==> src/rtl/floor_seek_comparator.sv <==
// rtl/floor_seek_comparator.sv - latched-target floor comparator with debounced up/down and arrival pulse
module floor_seek_comparator #(
  parameter int WIDTH  = 10,
  parameter int STABLE = 4
) (
  input  logic             clk,
  input  logic             reset_n,
  input  logic             load,
  input  logic [WIDTH-1:0] target,
  input  logic [WIDTH-1:0] current,
  input  logic             en,
  output logic             up,
  output logic             down,
  output logic             arrived,
  output logic             busy
);

  localparam int CW = $clog2(STABLE + 1);
  localparam logic [CW-1:0] CNT_MAX   = CW'(STABLE);
  localparam logic [CW:0]   CNT_MAX_W = (CW + 1)'(STABLE);

  typedef enum logic {IDLE, SEEK} state_t;
  typedef enum logic [1:0] {RAW_UP = 2'd0, RAW_DN = 2'd1, RAW_EQ = 2'd2} raw_t;

  state_t           state, state_d;
  raw_t             raw_q, raw_d, raw_now;
  logic [WIDTH-1:0] target_q, target_d;
  logic [CW-1:0]    cnt, cnt_d, cnt_new;
  logic [CW:0]      cnt_plus;
  logic             up_d, down_d, arrived_d, busy_d;

  always_ff @(posedge clk or negedge reset_n) begin
    if (!reset_n) begin
      state    <= IDLE;
      target_q <= '0;
      raw_q    <= RAW_EQ;
      cnt      <= '0;
      up       <= 1'b0;
      down     <= 1'b0;
      arrived  <= 1'b0;
      busy     <= 1'b0;
    end else begin
      state    <= state_d;
      target_q <= target_d;
      raw_q    <= raw_d;
      cnt      <= cnt_d;
      up       <= up_d;
      down     <= down_d;
      arrived  <= arrived_d;
      busy     <= busy_d;
    end
  end

  // Run-length of identical samples; restarts on a new raw result or after (re)load.
  always_comb begin
    if (target_q > current)      raw_now = RAW_UP;
    else if (target_q < current) raw_now = RAW_DN;
    else                         raw_now = RAW_EQ;

    cnt_plus = {1'b0, cnt} + {{CW{1'b0}}, 1'b1};
    if (cnt == '0 || raw_now != raw_q)
      cnt_new = {{(CW-1){1'b0}}, 1'b1};
    else if (cnt_plus >= CNT_MAX_W)
      cnt_new = CNT_MAX;
    else
      cnt_new = cnt_plus[CW-1:0];
  end

  always_comb begin
    state_d   = state;
    target_d  = target_q;
    raw_d     = raw_q;
    cnt_d     = cnt;
    up_d      = up;
    down_d    = down;
    arrived_d = 1'b0;
    busy_d    = busy;

    case (state)
      IDLE: begin
        if (load) begin
          target_d = target;
          cnt_d    = '0;
          state_d  = SEEK;
          busy_d   = 1'b1;
        end
      end
      SEEK: begin
        if (load) begin
          target_d = target;
          cnt_d    = '0;
        end else if (en) begin
          raw_d = raw_now;
          cnt_d = cnt_new;
          if (cnt_new == CNT_MAX) begin
            case (raw_now)
              RAW_UP: begin
                up_d   = 1'b1;
                down_d = 1'b0;
              end
              RAW_DN: begin
                up_d   = 1'b0;
                down_d = 1'b1;
              end
              default: begin
                up_d      = 1'b0;
                down_d    = 1'b0;
                arrived_d = 1'b1;
                busy_d    = 1'b0;
                state_d   = IDLE;
                cnt_d     = '0;
              end
            endcase
          end
        end
      end
      default: state_d = IDLE;
    endcase
  end

endmodule

==> config.mk <==
export PLATFORM = sky130hd
export DESIGN_NAME = floor_seek_comparator
export DESIGN_NICKNAME = d
export VERILOG_FILES = /design/src/rtl/floor_seek_comparator.sv
export SDC_FILE = /design/constraint.sdc
export NUM_CORES = 1
export LEC_CHECK = 0
export ABC_AREA = 1
export ABC_CLOCK_PERIOD_IN_PS = 1700
export CORE_MARGIN = 2
export CORE_UTILIZATION = 45
export DETAILED_ROUTE_END_ITERATION = 8
export MAX_ROUTING_LAYER = met4
export PLACE_DENSITY_LB_ADDON = 0.2
export SETUP_SLACK_MARGIN = 0.05
export SYNTH_ARGS = -nofsm -noshare
export SYNTH_HDL_FRONTEND = slang
export SYNTH_SLANG_ARGS = --single-unit
==> constraint.sdc <==
create_clock -name clk -period 1.7 [get_ports clk]
set_clock_uncertainty 0.05 [all_clocks]
set_input_delay 0.34 -clock clk [delete_from_list [all_inputs] [get_ports clk]]
set_output_delay 0.34 -clock clk [all_outputs]
set_load 0.01 [all_outputs]
==> results of run 1 <==
[final cells by class]
type	instances	share of cell area (%)
multi-input cells	111	43.0
flip-flops and latches	20	27.2
repair buffers	38	18.7
inverters	34	6.99
well taps	31	2.10
clock buffers	4	1.97
[logic make-up after synthesis]
| family | Yosys count |
|---|---|
| AO/OA/AOI/OAI | 9 |
| adder cells (fa/ha/maj) | 12 |
| buffers and inverters | 35 |
| flip-flops | 20 |
| AND/OR/NAND/NOR | 90 |
[stage by stage]
step	instance area, sq um	utilization, %
floorplan	1270	-
global route	1840	68.0
CTS	1810	66.9
finish	1840	68.0
detailed placement	1650	60.9
global placement	1650	60.9
[flip-flops by register name (all words and copies together) (netlist names)]
name and cells:
up 1, raw_q 2, arrived 1, state 1, target_q 10, down 1, cnt 3, busy 1
[metal layers]
metal	wire, um	up-vias	track usage, %
li1	-	582	-
met1	1230	519	23.6
met2	1570	22	38.8
met3	112	4	3.17
met4	40	0	4.98
met5	0	-	-
[cells in the mapped netlist (all sizes together)]
cell type	n
nand2	72
nand4	2
nor3	3
o211ai	1
ha	12
o21a	1
o21ai	4
inv	32
dfrtp	19
nor2	7
clkbuf	1
dfstp	1
nand3	6
clkinv	2
a21oi	3
[what timing repair did]
action,CTS,global route
pin swaps,24,16
buffers inserted,1,0
setup endpoints to repair,10,10
cloned,0,0
gates resized for setup,33,6
[path summary, 6_finish.rpt]
path / from / end / slack, ps / cells after the start
setup / recovery: target_q[9]$_DFFE_PN0P_ / up$_DFFE_PN0P_ / -240 / 12
hold / removal: reset_n / target_q[7]$_DFFE_PN0P_ / 300 / 2
setup reg to reg: target_q[9]$_DFFE_PN0P_ / up$_DFFE_PN0P_ / -240 / 12
hold reg to reg: down$_DFFE_PN0P_ / down$_DFFE_PN0P_ / 430 / 2
max in group asynchronous: reset_n / raw_q[1]$_DFFE_PN1P_ / 1020 / 2
min in group clk: down$_DFFE_PN0P_ / down$_DFFE_PN0P_ / 430 / 2
[power groups by stage]
| stage | clock [mW] | sequential (mW) | combinational [mW] |
|---|---|---|---|
| floorplan | 0 | 0.528 | 0.159 |
| global placement | 0 | 0.530 | 0.266 |
| detailed placement | 0 | 0.532 | 0.279 |
| CTS | 0.293 | 0.531 | 0.324 |
| global route | 0.320 | 0.534 | 0.375 |
| finish | 0.294 | 0.531 | 0.329 |
==> impl_metrics.py, run 1 <==
metrics = {
    "critical_path": {
        "slowest_stage": "dfrtp_1",
        "crit_buf_inv": 0,
        "required_ps": 1860,
        "critPathKind": "reg2reg",
        "critPathMaxStageDelay_ps": 440,
        "worstPathArrival_ps": 2100,
        "end_kind": "flip-flop",
        "cp_max_fo": 5,
        "critPathTopFamily": "simple AND/OR/NAND/NOR gates",
        "critPathLaunchType": "flip-flop",
        "path_cells": "ha_4, nand2_4, nor2_4, nand3_2, nand3_4, nand2_4, nand2_4, nand2_4, nor2_4, nand2_2, nand2_1, nand2_1",
        "crit_path_frequent_cell": "nand2_4",
    },
    "pwr": {
        "power.density_nw_per_um2": 626,
        "finalPower_mw": 1.15,
        "p_comb_share_pct": 28.5,
        "clock_power_share_pct": 25.5,
        "p_sw_share_pct": 31.4,
        "power_leakage_nw": 0.998,
        "p_sw_uw": 362,
        "power_frac_seq_pct": 46.0,
        "intPower_uw": 791,
        "peakVddDrop_mv": 0.462,
    },
    "place": {
        "hpwl_um": 2140,
        "pre_cts_ws_ps": -645,
        "numPortBuffers": 27,
        "place_congestion": 0.918,
        "placed_cells": 233,
    },
    "grt": {
        "grtUsageTotal_pct": 20.9,
        "grt_overflow": 0,
        "grt_max_degree": 21,
        "grt_pass1_vias": 1231,
        "grt_pass1_wl_um": 5180,
        "grt_antenna_before_repair": 0,
    },
    "clocking": {
        "clkTransAtPathRegs_ps": 130,
        "cts-buffers-inserted": 3,
        "clk_latency_ps": 300,
        "htree_levels": 1,
        "cts_buffer_depth": 2,
        "cts_tree": "done",
        "cts_root_buf": "clkbuf_4",
        "hold_buffers": 0,
        "numClockSinks": 20,
    },
    "final_layout": {
        "area_delta_synth_final_pct": 45.0,
        "final_common_cell": "nand2_1",
        "num_antenna_cells": 0,
        "filler_cell_count": 231,
        "drive_gt1_share_pct": 26.6,
        "regArea_sq_um": 502,
        "nets": 244,
        "multi_input_area_sq_um": 792,
        "final_cell_mix": "61 x nand2_1, 25 x inv_1, 19 x dfrtp_1, 18 x clkdlybuf4s50_1, 11 x buf_4",
        "final_cells": 238,
    },
    "logic_synthesis": {
        "syn-num-nets": 202,
        "post_synth.cell_area_avg_sq_um": 7.66,
        "synthTopCellsByArea": "dfrtp_1 37%, nand2_1 19%, ha_1 12%",
        "ys_seq_elements": 20,
        "yosys_warnings": 0,
        "synth_cell_types": 23,
        "synth_compound_area_share_pct": 4.53,
        "synth_area_sq_um": 1270,
        "synthAdderAreaFrac_pct": 11.8,
        "synthMuxAreaShare_pct": 0,
        "synth_top_area_share_pct": 37.4,
        "synthSimpleGateAreaFrac_pct": 33.9,
        "yosysSeqAreaShare_pct": 39.5,
        "synth_area_leader_cell": "dfrtp_1",
        "synth_top_family_by_area": "simple AND/OR/NAND/NOR gates",
        "syn_inst": 166,
        "synthXorXnorAreaFrac_pct": 0,
    },
    "sta": {
        "hold_slack_ps": 304,
        "finalHoldViolations": 0,
        "relSlewSlack_pct": 80.7,
        "period_share_pct": 114,
        "fmax_mhz": 514,
        "setup_viol": 8,
        "slew_violations": 0,
        "worst_slack_ps": -244,
        "tightest_slew_ps": 287,
        "rsz0062_at_grt": "yes",
        "period_needed_ps": 1940,
        "setup_tns_ps": -1540,
    },
    "worst_hold_path": {
        "min_path_type": "in2async",
    },
    "floorplanning": {
        "core-area_sq_um": 2710,
        "initial_core_util_pct": 46.9,
        "die-area_sq_um": 3270,
        "die_w_um": 57.2,
        "row_count": 19,
        "io_pins": 28,
        "die_h_um": 57.2,
    },
    "route": {
        "vias": 1127,
        "via_per_inst": 4.74,
        "ant_nets": 0,
        "drc": 0,
        "totalWireLength_um": 2960,
        "drt_iter0_drc": 32,
        "first_pass_iters": 5,
        "post_drt_wl_per_cell_um": 12.4,
    },
    "outcome": {
        "status": "complete, but fails checks",
        "violations": "setup timing",
    },
    "run": {
        "drv_cap": 0,
    },
}
No activity file was read; power rests on OpenSTA's default activity.
==> run 2: changes to the inputs <==
- PLACE_DENSITY: unset -> 0.74
- PLACE_DENSITY_LB_ADDON: 0.2 -> unset
- REMOVE_ABC_BUFFERS: unset -> 1
==> run 2 against run 1 <==
Net effect: combinational power increased by 18%; utilization increased by 4.1 points; clock power increased by 35%; cell area increased by 6.0%; the run still ends with setup timing left; highest routed layer unchanged.
==> impl_metrics.py, run 2 (synthesis results as in run 1) <==
metrics = {
    "critical_path": {
        "worstPathArrival_ps": 2090,
        "slowest_stage": "clkdlybuf4s50_1",
        "required_ps": 1870,
        "cp_max_fo": 5,
        "path_cells": "clkdlybuf4s50_1, inv_1, ha_4, nand2_1, nand2_1, nand3_2, nand4_1, nand3_4, nor2_4, nand2_2, nand2_1, nand2_1",
        "critPathMaxStageDelay_ps": 450,
        "crit_path_frequent_cell": "nand2_1",
        "critPathKind": "in2reg",
        "reg2reg_slack_ps": -220,
        "end_kind": "flip-flop",
        "critPathLaunchType": "input port",
        "crit_buf_inv": 2,
        "critPathTopFamily": "simple AND/OR/NAND/NOR gates",
    },
    "run": {
        "drv_cap": 0,
    },
    "clocking": {
        "cts-buffers-inserted": 3,
        "hold_buffers": 0,
        "cts_tree": "done",
        "cts_buffer_depth": 2,
        "htree_levels": 1,
        "clk_latency_ps": 310,
        "numClockSinks": 20,
        "cts_root_buf": "clkbuf_4",
        "clkTransAtPathRegs_ps": 120,
    },
    "place": {
        "hpwl_um": 1980,
        "numPortBuffers": 27,
        "place_congestion": 0.869,
        "pre_cts_ws_ps": -625,
        "placed_cells": 234,
    },
    "route": {
        "totalWireLength_um": 3090,
        "drt_iter0_drc": 23,
        "vias": 1171,
        "drc": 0,
        "via_per_inst": 4.78,
        "first_pass_iters": 4,
        "ant_nets": 0,
        "post_drt_wl_per_cell_um": 12.6,
    },
    "floorplanning": {
        "core-area_sq_um": 2710,
        "row_count": 19,
        "die_h_um": 57.2,
        "die-area_sq_um": 3270,
        "die_w_um": 57.2,
        "initial_core_util_pct": 46.9,
        "io_pins": 28,
    },
    "sta": {
        "setup_viol": 8,
        "fmax_mhz": 521,
        "worst_slack_ps": -220,
        "period_needed_ps": 1920,
        "rsz0062_at_grt": "yes",
        "tightest_slew_ps": 321,
        "period_share_pct": 113,
        "finalHoldViolations": 0,
        "relSlewSlack_pct": 78.4,
        "slew_violations": 0,
        "setup_tns_ps": -1480,
    },
    "final_layout": {
        "reg_top3": "target_q x10, cnt x3, raw_q x2",
        "num_antenna_cells": 0,
        "filler_cell_count": 201,
        "drive_gt1_share_pct": 32.2,
        "nets": 251,
        "area_delta_synth_final_pct": 53.7,
        "largest_register_ffs": 10,
        "final_cells": 245,
        "largest-register": "target_q",
        "utilization_pct": 72.1,
        "final_common_cell": "nand2_1",
        "final_cell_mix": "58 x nand2_1, 24 x inv_1, 19 x dfrtp_1, 16 x clkdlybuf4s50_1, 15 x buf_4",
    },
    "pwr": {
        "power.density_nw_per_um2": 675,
        "finalPower_mw": 1.32,
        "power_leakage_nw": 1.04,
        "peakVddDrop_mv": 0.516,
    },
    "grt": {
        "grt_pass1_vias": 1271,
        "grtUsageTotal_pct": 20.9,
        "grt_max_degree": 21,
        "grt_pass1_wl_um": 5110,
        "grt_antenna_before_repair": 0,
        "grt_overflow": 0,
    },
    "outcome": {
        "status": "complete, but fails checks",
        "violations": "setup timing",
    },
    "worst_hold_path": {
        "min_path_type": "in2async",
    },
}
run 2: timing repair:
item | 4_1_cts | 5_1_grt
gates resized for setup | 29 | 22
endpoints found under the setup margin | 11 | 12
setup buffers | 5 | 2
cloned | 0 | 0
pin swaps | 21 | 14
run 2: final cells by class:
| type | instances | area (sq um) | area share, % |
|---|---|---|---|
| Inverter | 34 | 130 | 6.66 |
| Tap cell | 31 | 38.8 | 1.98 |
| Timing Repair Buffer | 45 | 410 | 21.0 |
| Sequential cell | 20 | 502 | 25.7 |
| Multi-Input combinational cell | 111 | 821 | 42.0 |
| Clock buffer | 3 | 22.5 | 1.15 |
| Clock inverter | 1 | 30.0 | 1.54 |
run 2: worst paths after layout:
kind                                         start                 endpoint  depth (start not counted)
min in group clk                  down$_DFFE_PN0P_         down$_DFFE_PN0P_                          2
hold / removal                             reset_n  target_q[4]$_DFFE_PN0P_                          2
setup reg to reg           target_q[7]$_DFFE_PN0P_           up$_DFFE_PN0P_                         10
max in group asynchronous                  reset_n     raw_q[1]$_DFFE_PN1P_                          2
hold reg to reg                   down$_DFFE_PN0P_         down$_DFFE_PN0P_                          2
setup / recovery                        current[1]           up$_DFFE_PN0P_                         12
run 2: power by group:
part / switching, mW / total, mW / internal, mW / leakage, nW
clock network: 0.158 / 0.397 / 0.239 / 0.0279
registers: 0.0306 / 0.535 / 0.504 / 0.249
logic: 0.194 / 0.388 / 0.194 / 0.768
run 2: layer usage:
layer / up-vias / wire length (um) / GRT usage [%]
met4: 0 / 95 / 11.6
li1: 598 / - / -
met3: 9 / 74 / 2.95
met1: 540 / 1280 / 23.0
met5: - / 0 / -
met2: 24 / 1640 / 36.3
run 2: stage by stage:
stage          hold slack (ps)  cell area [sq um]
2_1_floorplan            -5.59               1270
3_3_place_gp               409               1660
3_5_place_dp               413               1660
4_1_cts                    289               1850
5_1_grt                    318               1950
6_report                   295               1950
